## src/rtl/xibus_pkg.sv

```systemverilog
// Shared types and defaults for the XiBus bus-cycle sequencer.
package xibus_pkg;

    // Sequencer states, in the order a master cycle walks through them.
    typedef enum logic [2:0] {
        IDLE,
        ARB,
        ALOAD,
        ADDR,
        DATA,
        DONE,
        SLV
    } seq_state_t;

    localparam int XIB_ADR_CYC = 1;
    localparam int XIB_TIMEOUT = 16;

endpackage

```

## src/rtl/xibus_timeout_ctr.sv

```systemverilog
// Cycle counter with synchronous clear, count enable and a terminal-count flag.
// tc is high while the counter sits at 'last', i.e. during the (last+1)-th
// enabled cycle after a clear.
module xibus_timeout_ctr #(
    parameter int W = 5
) (
    input  logic         clk,
    input  logic         resetl,
    input  logic         clr,
    input  logic         en,
    input  logic [W-1:0] last,
    output logic         tc
);

    logic [W-1:0] cnt;

    // Count enabled cycles; reset and clear both return to zero.
    always_ff @(posedge clk) begin
        if (!resetl || clr) begin
            cnt <= '0;
        end else if (en) begin
            cnt <= cnt + 1'b1;
        end
    end

    assign tc = (cnt == last);

endmodule

```

## src/rtl/xibus_cycle_seq.sv

```systemverilog
// XiBus bus-cycle sequencer: arbitrates local master requests against incoming
// slave accesses and steps master cycles through ARB/ALOAD/ADDR/DATA/DONE.
// Every strobe is decoded from registered state only, so no input reaches an
// output combinationally.
module xibus_cycle_seq
    import xibus_pkg::*;
#(
    parameter int ADR_CYC = XIB_ADR_CYC,
    parameter int TIMEOUT = XIB_TIMEOUT,
    parameter int TMO_W   = $clog2(TIMEOUT + 1)
) (
    input  logic       CLK,
    input  logic       RESETL,
    input  logic       MREQ,
    input  logic       MWR,
    input  logic       BGNT,
    input  logic       BSEL,
    input  logic       BSTB,
    input  logic       BACK,
    output logic       BREQ,
    output logic       MASTER,
    output logic       SLAVE,
    output logic       ADRCY,
    output logic       DTACY,
    output logic       MTM1,
    output logic       MBUSY,
    output logic       MDONE,
    output logic       MERR,
    output seq_state_t dbg_state
);

    seq_state_t state_q, state_d;
    logic       pend_q, pend_d;   // master request accepted while a slave cycle ran
    logic       mwr_q, mwr_d;     // direction captured with the accepted request
    logic       merr_q, merr_d;   // DONE was reached by timeout rather than BACK
    logic       slv_hit;
    logic       adr_tc, tmo_tc;
    logic       master_st;

    assign slv_hit = BSEL && BSTB;

    // Counts ADRCY cycles; held clear outside ADDR so each entry starts at zero.
    xibus_timeout_ctr #(.W(TMO_W)) u_adr_ctr (
        .clk    (CLK),
        .resetl (RESETL),
        .clr    (state_q != ADDR),
        .en     (state_q == ADDR),
        .last   (TMO_W'(ADR_CYC - 1)),
        .tc     (adr_tc)
    );

    // Counts DATA cycles waiting for BACK; held clear outside DATA.
    xibus_timeout_ctr #(.W(TMO_W)) u_tmo_ctr (
        .clk    (CLK),
        .resetl (RESETL),
        .clr    (state_q != DATA),
        .en     (state_q == DATA),
        .last   (TMO_W'(TIMEOUT - 1)),
        .tc     (tmo_tc)
    );

    // State and request-latch registers.
    always_ff @(posedge CLK) begin
        if (!RESETL) begin
            state_q <= IDLE;
            pend_q  <= 1'b0;
            mwr_q   <= 1'b0;
            merr_q  <= 1'b0;
        end else begin
            state_q <= state_d;
            pend_q  <= pend_d;
            mwr_q   <= mwr_d;
            merr_q  <= merr_d;
        end
    end

    // Next-state, pending-request and completion-status logic.
    always_comb begin
        state_d = state_q;
        pend_d  = pend_q;
        mwr_d   = mwr_q;
        merr_d  = merr_q;
        case (state_q)
            IDLE: begin
                merr_d = 1'b0;
                if (slv_hit) begin
                    // Slave wins; a simultaneous request is parked, not lost.
                    state_d = SLV;
                    if (MREQ) begin
                        pend_d = 1'b1;
                        mwr_d  = MWR;
                    end
                end else if (MREQ) begin
                    state_d = ARB;
                    mwr_d   = MWR;
                end
            end
            ARB: begin
                if (BGNT) begin
                    state_d = ALOAD;
                end else if (slv_hit) begin
                    state_d = SLV;
                    pend_d  = 1'b1;
                end
            end
            ALOAD: state_d = ADDR;
            ADDR: begin
                if (adr_tc) state_d = DATA;
            end
            DATA: begin
                // An acknowledge in the last counted cycle still counts as success.
                if (BACK) begin
                    state_d = DONE;
                    merr_d  = 1'b0;
                end else if (tmo_tc) begin
                    state_d = DONE;
                    merr_d  = 1'b1;
                end
            end
            DONE: state_d = IDLE;
            SLV: begin
                // MBUSY is low here unless a request is already parked.
                if (MREQ && !pend_q) begin
                    pend_d = 1'b1;
                    mwr_d  = MWR;
                end
                if (!BSTB) begin
                    if (pend_q || MREQ) begin
                        state_d = ARB;
                        pend_d  = 1'b0;
                    end else begin
                        state_d = IDLE;
                    end
                end
            end
            default: state_d = IDLE;
        endcase
    end

    assign master_st = (state_q == ALOAD) || (state_q == ADDR) || (state_q == DATA);

    assign BREQ      = (state_q == ARB) || (state_q == ALOAD);
    assign MASTER    = master_st;
    assign SLAVE     = (state_q == SLV);
    assign ADRCY     = (state_q == ADDR);
    assign DTACY     = (state_q == DATA);
    assign MTM1      = master_st && mwr_q;
    assign MBUSY     = (state_q == ARB) || master_st || ((state_q == SLV) && pend_q);
    assign MDONE     = (state_q == DONE);
    assign MERR      = (state_q == DONE) && merr_q;
    assign dbg_state = state_q;

endmodule

```

## config.mk

```make
export PLATFORM = sky130hd
export DESIGN_NAME = xibus_cycle_seq
export DESIGN_NICKNAME = d
export VERILOG_FILES = /design/src/rtl/xibus_pkg.sv /design/src/rtl/xibus_timeout_ctr.sv /design/src/rtl/xibus_cycle_seq.sv
export SDC_FILE = /design/constraint.sdc
export NUM_CORES = 1
export LEC_CHECK = 0
export BUFFER_PORTS_ARGS = -buffer_cell sky130_fd_sc_hd__buf_2
export CORE_UTILIZATION = 35
export CTS_CLUSTER_DIAMETER = 30
export DETAILED_ROUTE_END_ITERATION = 10
export PLACE_DENSITY_LB_ADDON = 0.2
export SYNTH_ARGS = -nofsm -noshare
export SYNTH_HDL_FRONTEND = slang
export SYNTH_SLANG_ARGS = --single-unit
```

## constraint.sdc

```tcl
create_clock -name CLK -period 5.6 [get_ports CLK]
set_input_delay 0.28 -clock CLK [delete_from_list [all_inputs] [get_ports CLK]]
set_output_delay 0.28 -clock CLK [all_outputs]
set_load 0.05 [all_outputs]
```

Word-level counts from Yosys, hierarchy flattened
Cells that the tools add are included.
- add/subtract/negate cells: 2
- $mul: 0
- div/mod/pow operators: 0
- magnitude comparators: 0
- equal/unequal tests: 19
- shift-type cells: 0
- mux-type cells: 24
- bitwise logic cells: 0
- reductions and logical operators: 24
- operators by type and width (cell ; number):
    2-to-1 mux 3 bit ; 8
    case mux 3 bit (6 select lines) ; 1
    2-to-1 mux 1 bit ; 12
    adder 5 x 1 -> 5 bit, second input constant ; 2
    inequality test 2 bit, second input constant ; 5
    AND reduction 5 bit ; 2
    equality test 3 bit, second input constant ; 3
    inequality test 3 bit, second input constant ; 3
    logical OR 1 bit ; 8
    equality test 3 x 2 -> 1 bit, second input constant ; 2
    inequality test 3 x 2 -> 1 bit, second input constant ; 2
    equality test 5 x 4 -> 1 bit, second input constant ; 1
    logical AND 1 bit ; 5
    zero test 5 bit ; 1
    inequality test 2 x 1 -> 1 bit, second input constant ; 2
    case mux 1 bit (2 select lines) ; 2
    nonzero test 2 bit ; 2
    equality test 3 x 1 -> 1 bit, second input constant ; 1
    zero test 3 bit ; 1
    case mux 1 bit (3 select lines) ; 1
    AND reduction 3 bit ; 1
    nonzero test 3 bit ; 1
    zero test 1 bit ; 2
    AND reduction 2 bit ; 1
- register bits: 16
- latch bits: 0
- bits in writable memories: 0
- ROM bits: 0
- input port bits: 8
- output and inout bits: 12
- logic and storage cells: 75
- memories kept: 0

Depth between registers and ports, before layout
- depth in word-level cells: 6
- mapped depth: 7
- depth with buffers taken out: 7

Cells and area by module
Synthesis repeated with hierarchy kept, for this count alone.
- cell total of the unflattened synthesis: 123
- area, all modules: 980.9 um^2
- by module, submodules not included (module ; times used ; cells an instance ; area each (um^2) ; seq. area each (um^2)):
    xibus_timeout_ctr ; 2 ; 27 ; 252.7 ; 100.1
    xibus_cycle_seq ; 1 ; 69 ; 475.5 ; 120.1

Least setup slack after synthesis
Ideal clock, no wire load.
- kind: register -> output
- from: register state_q[1] (netlist: dbg_state[1])
- to: output port MTM1
- arrival time: 2791 ps
- path slack: 2529 ps
- cell stages (with the launch flop): 5
- path buffers: 1
- cells stage by stage: dfxtp_1 clkbuf_1 inv_1 o21ai_0 and2_1
- longest elaborated chain between the ends: 4
- elaborated cells on any way between the ends: 6
- those cells by class: eq/ne: 3; reduce/logical: 3
- RTL lines (item ; RTL line ; RTL):
    start, declared ; xibus_cycle_seq.sv:32 ; seq_state_t state_q, state_d;
    start signal, assigned ; xibus_cycle_seq.sv:70 ; state_q <= state_d;
    equality test 3 x 2 -> 1 bit ; xibus_cycle_seq.sv:140 ; assign master_st = (state_q == ALOAD) || (state_q == ADDR) || (state_q == DATA);
    logical OR 1 bit ; xibus_cycle_seq.sv:140 ;
    logical OR 1 bit * ; xibus_cycle_seq.sv:140 ;
    net MASTER ; xibus_cycle_seq.sv:21 ; output logic MASTER,
    logical AND 1 bit * ; xibus_cycle_seq.sv:147 ; assign MTM1 = master_st && mwr_q;
    end, declared ; xibus_cycle_seq.sv:25 ; output logic MTM1,
The timed path passes the listed nets; every way through them passes the cells marked *.

Worst setup path in the final report
- from: register u_tmo_ctr.cnt[0]
- to: register state_q[2] (netlist: dbg_state[2])
- longest elaborated chain between the ends: 3
- RTL lines (item ; RTL line ; RTL):
    start, declared ; xibus_timeout_ctr.sv:15 ; logic [W-1:0] cnt;
    start signal, assigned ; xibus_timeout_ctr.sv:22 ; cnt <= cnt + 1'b1;
    equality test 5 x 4 -> 1 bit ; xibus_timeout_ctr.sv:26 ; assign tc = (cnt == last);
    inequality test 3 x 2 -> 1 bit (no source line) ; -- ;
    AND reduction 5 bit (no source line) ; -- ;
No other way between the ends.
A chain may end at the register's enable or synchronous reset.

==> flow_metrics.env <==
export IMPL_status="complete, no violations"
export IMPL_synth_top_area_share_pct=38.6
export IMPL_pin_count=20
export IMPL_syn_nets=114
export IMPL_synth_top_family_by_area="simple AND/OR/NAND/NOR gates"
export IMPL_clock_fmax_mhz=466
export IMPL_vdd_drop_max_mv=0.337
export IMPL_min_period_over_period_pct=38.3
export IMPL_skew_ns=0.00523
export IMPL_clkPwrFrac_pct=15.0
export IMPL_antenna_found_initial=0
export IMPL_whs_path_depth=3
export IMPL_crit_slowest_cell="a211oi_1"
export IMPL_numCtsBuffers=3
export IMPL_synth_adder_area_share_pct=6.03
export IMPL_postCtsSetupBuffers=0
export IMPL_setup_viol=0
export IMPL_placed_cells=145
export IMPL_vias=765
export IMPL_p_per_area_nw_per_um2=537
export IMPL_grt_start_max_net_pins=16
export IMPL_reg2reg_depth=7
export IMPL_wirelength_met1_um=905
export IMPL_ys_top_cells_by_area="dfxtp_1 39%, nor2_1 7.7%, ha_1 6.0%"
export IMPL_min_path_type="primary input to register"
export IMPL_swShare_pct=53.9
export IMPL_overflow=0
export IMPL_n_antenna_cell=0
export IMPL_rsz0062_at_grt="false"
export IMPL_max_cap_violations=0
export IMPL_ys_flop_type="dfxtp_1"
export IMPL_cts_hold_buf=0
export IMPL_critPathTopFamily="simple AND/OR/NAND/NOR gates"
export IMPL_critPathRequiredTime_ns=5.80
export IMPL_total_power_uw=527
export IMPL_cp_arrival_ns=2.34
export IMPL_utilization_pct=43.9
export IMPL_synth_top_area_cell="dfxtp_1"
export IMPL_drive_above_1_share_pct=19.8
export IMPL_synth_mux_area_share_pct=2.41
export IMPL_fp_row_count=17
export IMPL_synth_edf_count=0
export IMPL_ant_nets=0
export IMPL_leakage_uw=0.000466
export IMPL_post_drt_wl_per_cell_um=12.4
export IMPL_htree_levels=1
export IMPL_wirelength_um=1840
export IMPL_layout_nets=134
export IMPL_worst_hold_startpoint="MWR"
export IMPL_r2r_start="u_tmo_ctr.cnt[0]"
export IMPL_synthSimpleGateAreaFrac_pct=24.9
export IMPL_p_comb_share_pct=53.2
export IMPL_netlist_area_um2=830
export IMPL_synth_compound_area_share_pct=15.8
export IMPL_dr_wl_met2_um=843
export IMPL_grt_use_total_pct=16.7
export IMPL_grt_first_pass_wirelength_um=3170
export IMPL_r2r_slack_ns=3.45
export IMPL_fin_crit_ns=2.15
export IMPL_rr_endpoint="dbg_state[2]"
export IMPL_post_cts_resized=0
export IMPL_firstDrtPassIters=4
export IMPL_p_int_uw=243
export IMPL_path_clk_slew_ns=0.10
export IMPL_synth_xor_area_share_pct=6.33
export IMPL_clock_path_buffers=2
export IMPL_maxSlewHeadroom_pct=56.8
export IMPL_crit_type="register to register"
export IMPL_cts_sinks=16
export IMPL_die_y_um=50.7
export IMPL_drc=0
export IMPL_drt_iter0_drc=10
export IMPL_yosysSeqAreaShare_pct=38.6
export IMPL_final_area_um2=981
export IMPL_wl_met3_um=76
export IMPL_via_per_inst=5.13
export IMPL_cts_tree="yes"
export IMPL_worstPathMaxFanout=4
export IMPL_synthToLayoutAreaGrowth_pct=18.3
export IMPL_initial_utilization_pct=37.1
export IMPL_grt_pass1_vias=725
export IMPL_whs_endpoint="mwr_q"
export IMPL_clk_latency_ns=0.29
export IMPL_fp_coreArea_um2=2230
export IMPL_pwr_share_seq_pct=31.9
export IMPL_path_common_cell="ha_1"
export IMPL_place_hpwl_um=1330
export IMPL_dieArea_um2=2570
export IMPL_fin_cells=149
export IMPL_worstMarginPinSlew_ns=0.640
export IMPL_syn_area_per_cell_um2=8.13
export IMPL_ctsRootBufferMaster="clkbuf_4"
export IMPL_numPortBuffers=19
export IMPL_synth_cell_types=29
export IMPL_synth_seq_cells=16
export IMPL_critPathLaunchType="register"
export IMPL_tns_ns=0
export IMPL_placed_cell_area_um2=945
export IMPL_routabilityCongestion=0.810
export IMPL_path_buf_inv=0
export IMPL_crit_chain="ha_1, and3_1, ha_1, or3_1, a211oi_1, nor2_1, a32o_1"
export IMPL_slowest_delay_ns=0.40
export IMPL_yosysWarningCount=0
export IMPL_syn_instance_count=102
export IMPL_hold_viol=0
export IMPL_synthArstFlopShare_pct=0
export IMPL_dr_max_layer_used="met4"
export IMPL_p_switching_uw=284
export IMPL_dieWidth_um=50.7
export IMPL_final_max_slew_violation_count=0
export IMPL_endpoint_kind="register"
## layout by cell type (no fill, tap or decap), types with 2 or more instances in the layout
cell / n
nand3_1: 4
ha_1: 4
o21ai_0: 6
a211oi_1: 3
xnor2_1: 3
inv_1: 9
mux2i_1: 2
xor2_1: 3
dfxtp_1: 16
clkbuf_4: 3
a21oi_1: 4
and3_1: 4
nand2_1: 6
and3b_1: 2
buf_2: 19
nor2_1: 17
a2111oi_0: 2
## metrics by stage
stage	setup WS, ns	hold slack (ns)
after global routing	3.31	0.247
after global placement	3.54	0.430
final	3.45	0.224
after CTS	3.45	0.219
after detailed placement	3.48	0.447
after floorplan	2.53	0.418
## cell families (layout without fill, tap and decap cells)
family | Yosys count | in the layout
xor+xnor | 6 | 6
flops | 16 | 16
fa+ha+maj | 4 | 4
mux | 2 | 2
compound gates | 20 | 20
buf+inv | 13 | 32
simple gates | 41 | 41
## flip-flops by register name, indices dropped and copies added (netlist names)
signal and cells:
dbg_state 3, merr_q 1, pend_q 1, u_adr_ctr.cnt 5, mwr_q 1, u_tmo_ctr.cnt 5
## area by class of cell
type	instances	area, um2
multi-input combinational	73	460
sequential	16	320
clock buffer	4	36.3
inverter	9	33.8
timing repair buffer	19	95.1
fill	248	1250
tap	28	35.0
## how the worst max path moves through the flow
stage,from,endpoint,slack (ns),cells after the start
6_report,u_tmo_ctr.cnt[0],dbg_state[2],3.45,7
5_1_grt,u_tmo_ctr.cnt[0],dbg_state[2],3.31,7
4_1_cts,u_tmo_ctr.cnt[0],dbg_state[2],3.45,7
3_5_place_dp,u_tmo_ctr.cnt[0],dbg_state[2],3.48,7
3_3_place_gp,u_tmo_ctr.cnt[0],dbg_state[2],3.54,7
2_1_floorplan,dbg_state[1],MTM1,2.53,4
## power groups by stage
stage	sequential [uW]	clock (uW)	combinational [uW]
3_5_place_dp	171	0	279
2_1_floorplan	179	0	210
6_report	168	78.9	280
3_3_place_gp	171	0	278
4_1_cts	168	82.1	281
5_1_grt	173	86.2	301
## per-layer routing
layer / up-vias / global-route usage, %
met5: - / 0
met4: 0 / 5.56
met3: 2 / 5.76
met2: 14 / 27.3
met1: 359 / 20.2
li1: 390 / -
## tightest hold or removal path, stage by stage
cell and delay [ns]:
buf_2 0.07, mux2i_1 0.05, nor2_1 0.08
## synth_stat cells, types with 3 or more instances
| cell | count |
|---|---|
| nor2_1 | 17 |
| ha_1 | 4 |
| nand2_1 | 6 |
| nand3_1 | 4 |
| xnor2_1 | 3 |
| dfxtp_1 | 16 |
| clkbuf_1 | 4 |
| inv_1 | 9 |
| a211oi_1 | 3 |
| xor2_1 | 3 |
| and3_1 | 4 |
| o21ai_0 | 6 |
| a21oi_1 | 4 |
Note: power is estimated with default switching activity, not from simulation.
